### src/rtl/hough_theta_sequencer.sv
// Angle sweep sequencer feeding a combinational CORDIC and streaming signed (sin, cos, idx) triples.
// Optional HOUGH_THETA_GAIN_COMP_EN adds a rounded 1/K scaling stage between capture and output.
module hough_theta_sequencer #(
  parameter int N_THETA      = 180,
  parameter int IDX_W        = 8,
  parameter int THETA_STEP   = 286,
  parameter int PI_Q214      = 51472,
  parameter int HALF_PI_Q214 = 25736,
  parameter int CORDIC_WAIT  = 1
) (
  input  logic             clk,
  input  logic             rst_n,
  input  logic             start,
  output logic             busy,
  output logic [15:0]      cordic_z,
  input  logic [15:0]      cordic_sin,
  input  logic [15:0]      cordic_cos,
  output logic             out_valid,
  input  logic             out_ready,
  output logic [IDX_W-1:0] out_idx,
  output logic [16:0]      out_sin,
  output logic [16:0]      out_cos,
  output logic             done
);

  localparam logic [2:0] S_IDLE  = 3'd0;
  localparam logic [2:0] S_ISSUE = 3'd1;
  localparam logic [2:0] S_WAIT  = 3'd2;
`ifdef HOUGH_THETA_GAIN_COMP_EN
  localparam logic [2:0] S_CMP   = 3'd3;
`endif
  localparam logic [2:0] S_OUT   = 3'd4;
  localparam logic [2:0] S_DONE  = 3'd5;

  localparam int              WC_W      = (CORDIC_WAIT > 1) ? $clog2(CORDIC_WAIT) : 1;
  localparam logic [WC_W-1:0] WAIT_LAST = WC_W'(CORDIC_WAIT - 1);
  localparam logic [IDX_W-1:0] LAST_IDX = IDX_W'(N_THETA - 1);
  localparam logic [15:0]     STEP16    = 16'(THETA_STEP);
  localparam logic [15:0]     PI16      = 16'(PI_Q214);
  localparam logic [15:0]     HALF_PI16 = 16'(HALF_PI_Q214);

  logic [2:0]       state_reg;
  logic [15:0]      theta_reg;
  logic [IDX_W-1:0] idx_reg;
  logic [WC_W-1:0]  wait_cnt_reg;
  logic             neg_reg;

  logic [15:0] sin_mag;
  logic [15:0] cos_mag;
  logic [16:0] sin_ext;
  logic [16:0] cos_ext;

`ifdef HOUGH_THETA_GAIN_COMP_EN
  logic [15:0] sin_raw_reg;
  logic [15:0] cos_raw_reg;

  // 0x4DBA is 1/K in Q1.15; adding 2^14 rounds to nearest before the >>15.
  assign sin_mag = 16'((32'(sin_raw_reg) * 32'd19898 + 32'd16384) >> 15);
  assign cos_mag = 16'((32'(cos_raw_reg) * 32'd19898 + 32'd16384) >> 15);
`else
  assign sin_mag = cordic_sin;
  assign cos_mag = cordic_cos;
`endif

  // Sine is never negative on [0, pi]; cosine flips sign for folded angles.
  assign sin_ext = {1'b0, sin_mag};
  assign cos_ext = neg_reg ? (17'd0 - {1'b0, cos_mag}) : {1'b0, cos_mag};

  always_ff @(posedge clk or negedge rst_n) begin
    if (!rst_n) begin
      state_reg    <= S_IDLE;
      theta_reg    <= '0;
      idx_reg      <= '0;
      wait_cnt_reg <= '0;
      neg_reg      <= 1'b0;
      busy         <= 1'b0;
      done         <= 1'b0;
      cordic_z     <= '0;
      out_valid    <= 1'b0;
      out_idx      <= '0;
      out_sin      <= '0;
      out_cos      <= '0;
`ifdef HOUGH_THETA_GAIN_COMP_EN
      sin_raw_reg  <= '0;
      cos_raw_reg  <= '0;
`endif
    end else begin
      done <= 1'b0;
      case (state_reg)
        S_IDLE: begin
          if (start) begin
            theta_reg <= '0;
            idx_reg   <= '0;
            busy      <= 1'b1;
            state_reg <= S_ISSUE;
          end
        end
        S_ISSUE: begin
          if (theta_reg <= HALF_PI16) begin
            cordic_z <= theta_reg;
            neg_reg  <= 1'b0;
          end else begin
            cordic_z <= PI16 - theta_reg;
            neg_reg  <= 1'b1;
          end
          wait_cnt_reg <= '0;
          state_reg    <= S_WAIT;
        end
        S_WAIT: begin
          if (wait_cnt_reg == WAIT_LAST) begin
`ifdef HOUGH_THETA_GAIN_COMP_EN
            sin_raw_reg <= cordic_sin;
            cos_raw_reg <= cordic_cos;
            state_reg   <= S_CMP;
`else
            out_sin   <= sin_ext;
            out_cos   <= cos_ext;
            out_idx   <= idx_reg;
            out_valid <= 1'b1;
            state_reg <= S_OUT;
`endif
          end else begin
            wait_cnt_reg <= wait_cnt_reg + 1'b1;
          end
        end
`ifdef HOUGH_THETA_GAIN_COMP_EN
        S_CMP: begin
          out_sin   <= sin_ext;
          out_cos   <= cos_ext;
          out_idx   <= idx_reg;
          out_valid <= 1'b1;
          state_reg <= S_OUT;
        end
`endif
        S_OUT: begin
          if (out_valid && out_ready) begin
            out_valid <= 1'b0;
            if (idx_reg == LAST_IDX) begin
              done      <= 1'b1;
              state_reg <= S_DONE;
            end else begin
              idx_reg   <= idx_reg + 1'b1;
              theta_reg <= theta_reg + STEP16;
              state_reg <= S_ISSUE;
            end
          end
        end
        S_DONE: begin
          busy      <= 1'b0;
          state_reg <= S_IDLE;
        end
        default: state_reg <= S_IDLE;
      endcase
    end
  end

`ifndef SYNTHESIS
  // The last angle must stay below pi or the fold subtraction underflows.
  param_range_check: assert property (@(posedge clk) disable iff (!rst_n)
    ((N_THETA - 1) * THETA_STEP < PI_Q214) && (N_THETA >= 1) && (CORDIC_WAIT >= 1)
    && ((1 << IDX_W) >= N_THETA));
`endif

endmodule
### config.mk
export PLATFORM = sky130hd
export DESIGN_NAME = hough_theta_sequencer
export DESIGN_NICKNAME = d
export VERILOG_FILES = /design/src/rtl/hough_theta_sequencer.sv
export SDC_FILE = /design/constraint.sdc
export NUM_CORES = 1
export LEC_CHECK = 0
export BUFFER_PORTS_ARGS = -buffer_cell sky130_fd_sc_hd__buf_2
export CAP_MARGIN = 40
export CORE_ASPECT_RATIO = 2
export CORE_MARGIN = 5
export CORE_UTILIZATION = 59
export CTS_CLUSTER_DIAMETER = 40
export CTS_CLUSTER_SIZE = 16
export DETAILED_ROUTE_END_ITERATION = 8
export PLACE_DENSITY_LB_ADDON = 0.3
export SYNTH_ARGS = -nofsm -noshare
export SYNTH_HDL_FRONTEND = slang
export SYNTH_SLANG_ARGS = --single-unit
### constraint.sdc
create_clock -name clk -period 3.7 [get_ports clk]
set_input_delay 0.37 -clock clk [delete_from_list [all_inputs] [get_ports clk]]
set_output_delay 0.37 -clock clk [all_outputs]
set_load 0.02 [all_outputs]
* Word level (Yosys, flattened, before mapping)
Cells that the tools add are included.
** Word-level totals
- Output and inout bits :: 61
- Logic and storage cells :: 65
- Flip-flop bits (word level) :: 89
- Input bits :: 36
** Operators by class
- Reduce and logical (&&, ||, !) cells :: 11
- Multiplexer cells :: 26
- Order comparisons :: 1
- Bitwise gates (word level) :: 1
- Add/subtract/negate cells :: 5
- Equality and inequality tests :: 9
** Operator list (count)
- 16-bit two-way mux :: 4
- 16-bit one-hot mux with 2 select lines :: 1
- 8-bit two-way mux :: 3
- 17-bit two-way mux :: 1
- 1-bit by 16-bit subtractor with 17-bit output (first input constant) :: 1
- 16-bit by 9-bit adder with 16-bit output (second input constant) :: 1
- 16-bit by 15-bit less-or-equal comparator with 1-bit output (second input constant) :: 1
- 8-bit one-hot mux with 2 select lines :: 1
- 16-bit subtractor (first input constant) :: 1
- 3-bit two-way mux :: 4
- 3-bit one-hot mux with 4 select lines :: 1
- 8-bit by 1-bit adder with 8-bit output (second input constant) :: 1
- 8-bit == test (second input constant) :: 1
- 1-bit two-way mux :: 8
- 2-bit inequality test (second input constant) :: 4
- 2-bit nonzero test :: 4
- 3-bit == test (second input constant) :: 2
- 1-bit one-hot mux with 2 select lines :: 3
- 3-bit AND reduction :: 2
- 2-bit AND reduction :: 2
- 4-bit AND reduction :: 1
- 3-bit by 1-bit == test with 1-bit output (second input constant) :: 1
- 3-bit by 2-bit == test with 1-bit output (second input constant) :: 1
- 3-bit logical NOT :: 1
- 3 further kinds :: 3

* Longest topological paths before layout
- Word-level depth :: 4
- Mapped depth :: 8
- Gate-level depth less buffers :: 7

* Worst setup path after synthesis
No wires, ideal clock.
- Path kind :: reg2reg
- Start :: register theta_reg[8]
- End :: register cordic_z[13]
- Setup time :: 0.142 ns
- Arrival :: 1.677 ns
- Buffers on the path :: 1
- Stages on the path, launching flop included :: 7
- Required time :: 3.558 ns
- Period minus slack after synthesis :: 1.819 ns
- Setup slack :: 1.881 ns
- Cells stage by stage :: dfrtp_1 -> buf_6 -> or2_2 -> a211oi_2 -> a21oi_1 -> a221oi_1 -> o211ai_1
** Between the ends
- Cells in the longest elaborated chain, start to end :: 2
- Elaborated cells between the ends (all ways) :: 3
- Classes of those cells :: add/sub: 1; order compare: 1; mux: 1
** RTL lines
- start, declared :: line 43 : logic [15:0] theta_reg;
- start signal, assigned :: line 143 : theta_reg <= theta_reg + STEP16;
- 16-bit subtractor or 16-bit by 15-bit less-or-equal comparator with 1-bit output (tied branches) :: line 103, 99
- 16-bit two-way mux * :: line 99 : if (theta_reg <= HALF_PI16) begin
- end signal, assigned :: line 100 : cordic_z <= theta_reg;
- end signal, assigned :: line 103 : cordic_z <= PI16 - theta_reg;
- end, declared :: line 15 : output logic [15:0] cordic_z,
Every way passes the cells marked *; elsewhere a longest branch is shown, timed or not.
A chain may end at the register's enable or synchronous reset.

* Worst setup path in the final report
- Start :: register theta_reg[9]
- End :: register cordic_z[3]
** Between the ends
- Cells in the longest elaborated chain, start to end :: 2
** RTL lines (line)
- 16-bit by 15-bit less-or-equal comparator with 1-bit output :: 99
- 16-bit two-way mux :: 99
No other way between the ends.

==> impl_metrics.csv <==
group,metric,value,unit
flow_run,maxCapViolations,0,
clock_network,ctsResizeCount,0,
synthesis,yosysMostFrequentCell,"nand2_1",
sta,hold_ws,-0.00956,ns
routing,drc,0,
clock_network,clk_pin_slew_worst_paths,0.06,ns
floorplanning,die_y,132,µm
clock_network,cts.sink_count,86,
clock_network,htreeDepth,3,
sta,skew,0.00435,ns
sta,max_freq,440,MHz
global_route,grt_pass1_wl,18400,µm
global_route,track_usage,24.3,%
critical_path,regToRegStartpoint,"theta_reg[9]$_DFFE_PN0P_",
sta,worst_slack,1.43,ns
finish,num_antenna_cells,0,
placed_design,gp_congestion,0.894,
power_and_ir_drop,power_leakage,2.65,nW
clock_network,cts.path.max_buffers,2,
clock_network,cts_root_buf,"clkbuf_16",
critical_path,critPathMaxFanout,12,
sta,final-hold-violation-count,29,
synthesis,ys_warn_count,0,
synthesis,syn-cell-area,4390,µm²
clock_network,cts_made_buffers,9,
sta,min_period,2.27,ns
run_status,run_status,"complete, but fails checks",
floorplanning,die_w,71.0,µm
routing,wire_per_inst,16.5,µm
routing,vias,3887,
finish,syn_to_final_growth,18.8,%
run_status,failed_checks,"hold timing",
synthesis,ys_async_sr_fraction,100,%
synthesis,synth_edf_count,0,
power_and_ir_drop,power,3.61,mW
synthesis,ys_top_cells_by_area,"dfrtp_1, nand2_1, o21ai_0, xor2_1, xnor2_1",
synthesis,synth_top_cell_area_share,49.0,%
floorplanning,core.rowCount,44,
power_and_ir_drop,vdd_drop_max,0.372,mV
sta,grt_setup_unrepaired,"no",
finish,largest-register,"out_cos",
synthesis,yosys.cell_types.count,60,
critical_path,r2r_slack,1.43,ns
clock_network,cts_tree,"yes",
routing,totalWireLength,11000,µm
finish,drive_above_1_share,22.6,%
floorplanning,ios,97,
synthesis,ys_seq_elements,86,
clock_network,cts_hold_buffers,0,
sta,max_slew_margin,51.7,%
sta,worst_pin_slew,0.723,ns
routing,drtAntennaViolNets,0,
synthesis,syn_area_per_cell,9.03,µm²
sta,setup_viol_count_final,0,
finish,fill_cells,565,
synthesis,synth_top_area_cell,"dfrtp_1",
routing,firstDrtPassIters,6,
critical_path,ff2ff_path_depth,5,
critical_path,cp.required,3.90,ns
floorplanning,start_util,60.4,%
finish,final_net_count,606,
global_route,grt_pass1_vias,3864,
critical_path,r2r_end,"cordic_z[3]$_DFFE_PN0N_",
routing,viasPerCell,5.85,
sta,slew_viol_final,0,
clock_network,postCtsSetupBuffers,0,
placed_design,port_buffers,94,
min_path,hold_class,"in -> async",
finish,largest_reg_flops,17,
routing,drt-initial-drc-count,251,
placed_design,dp_hpwl,7990,µm
sta,period_share,61.5,%
synthesis,yosys-top-cells-count,"nand2_1, dfrtp_1, o21ai_0",
global_route,grt_overflow,0,
critical_path,cp-start-kind,"flop",
critical_path,end_kind,"flop",
finish,reg_top3,"out_cos x17, out_sin x16",
global_route,grt_start_max_net_pins,53,
floorplanning,core-area,7270,µm²
placed_design,pre_cts_slack,1.45,ns
floorplanning,die_area,9370,µm²
sta,tns,0,ns
synthesis,ys_seq_area_share,49.0,%
critical_path,cp.arrival,2.47,ns
synthesis,synthCells,486,
synthesis,synth_ff_type,"dfrtp_1",
clock_network,clk_latency,0.33,ns
power_and_ir_drop,power_density,693,nW/µm²
global_route,antenna_found_initial,0,
critical_path,critPathKind,"reg -> reg",
[through the flow]
stage	instance area (µm²)	util [%]	cells
after floorplan	4390	-	487
after global placement	4850	66.7	645
after detailed placement	4890	67.3	648
after CTS	5220	71.8	664
after global routing	5220	71.8	664
final	5220	71.8	664
[critical path, stage by stage (launching register included)]
cell and delay, ns:
dfrtp_1 0.53, or2_2 0.40, a211oi_2 0.43, a211oi_1 0.13
a2111oi_0 0.52, o21ai_0 0.13
[kinds of logic after synthesis]
kind of cell / after synthesis / synth area share (%)
and+or+nand+nor: 234 / 25.2
DFF: 86 / 49.0
AOI/OAI and AO/OA: 78 / 11.3
buffers and inverters: 40 / 4.50
xor gates and xnor gates: 34 / 6.78
muxes: 10 / 2.31
adders and majority gates: 3 / 0.855
other: 1 / 0.0854
[power by group]
| group | internal [mW] | switching [mW] |
|---|---|---|
| sequential | 1.19 | 0.191 |
| combinational | 0.405 | 0.850 |
| clock | 0.611 | 0.365 |
| total | 2.21 | 1.41 |
[layout make-up]
class / count / area [µm²] / share of cell area [%]
multi-input cells: 361 / 2050 / 39.3
well taps: 92 / 115 / 2.21
clock inverters: 5 / 81.3 / 1.56
flip-flops and latches: 86 / 2150 / 41.3
repair buffers: 100 / 542 / 10.4
clock buffers: 11 / 243 / 4.65
inverters: 9 / 33.8 / 0.648
[worst max path at each step]
stage | startpoint | to | slack [ns]
detailed placement | theta_reg[9]$_DFFE_PN0P_ | cordic_z[3]$_DFFE_PN0N_ | 1.45
global placement | theta_reg[9]$_DFFE_PN0P_ | cordic_z[3]$_DFFE_PN0N_ | 1.45
finish | theta_reg[9]$_DFFE_PN0P_ | cordic_z[3]$_DFFE_PN0N_ | 1.43
global route | theta_reg[9]$_DFFE_PN0P_ | cordic_z[3]$_DFFE_PN0N_ | 1.23
floorplan | theta_reg[8]$_DFFE_PN0P_ | cordic_z[13]$_DFFE_PN0N_ | 1.88
CTS | theta_reg[9]$_DFFE_PN0P_ | cordic_z[3]$_DFFE_PN0N_ | 1.43
[per-layer routing]
metal	share of wire, %	global-route usage (%)
met3	5.5	3.89
met4	4.4	12.8
met2	54	43.5
met1	36	26.7
met5	0	0
[layout by cell type, fill, tap and decap left out, types with 10 or more instances in the layout]
cell type and n:
nor2_1 30, nor3_1 10, xor2_1 19, o21ai_0 36, xnor2_1 15, buf_2 93, dfrtp_1 86, nand2_1 125
nand3_1 11
Note: power is estimated with default switching activity, not from simulation.
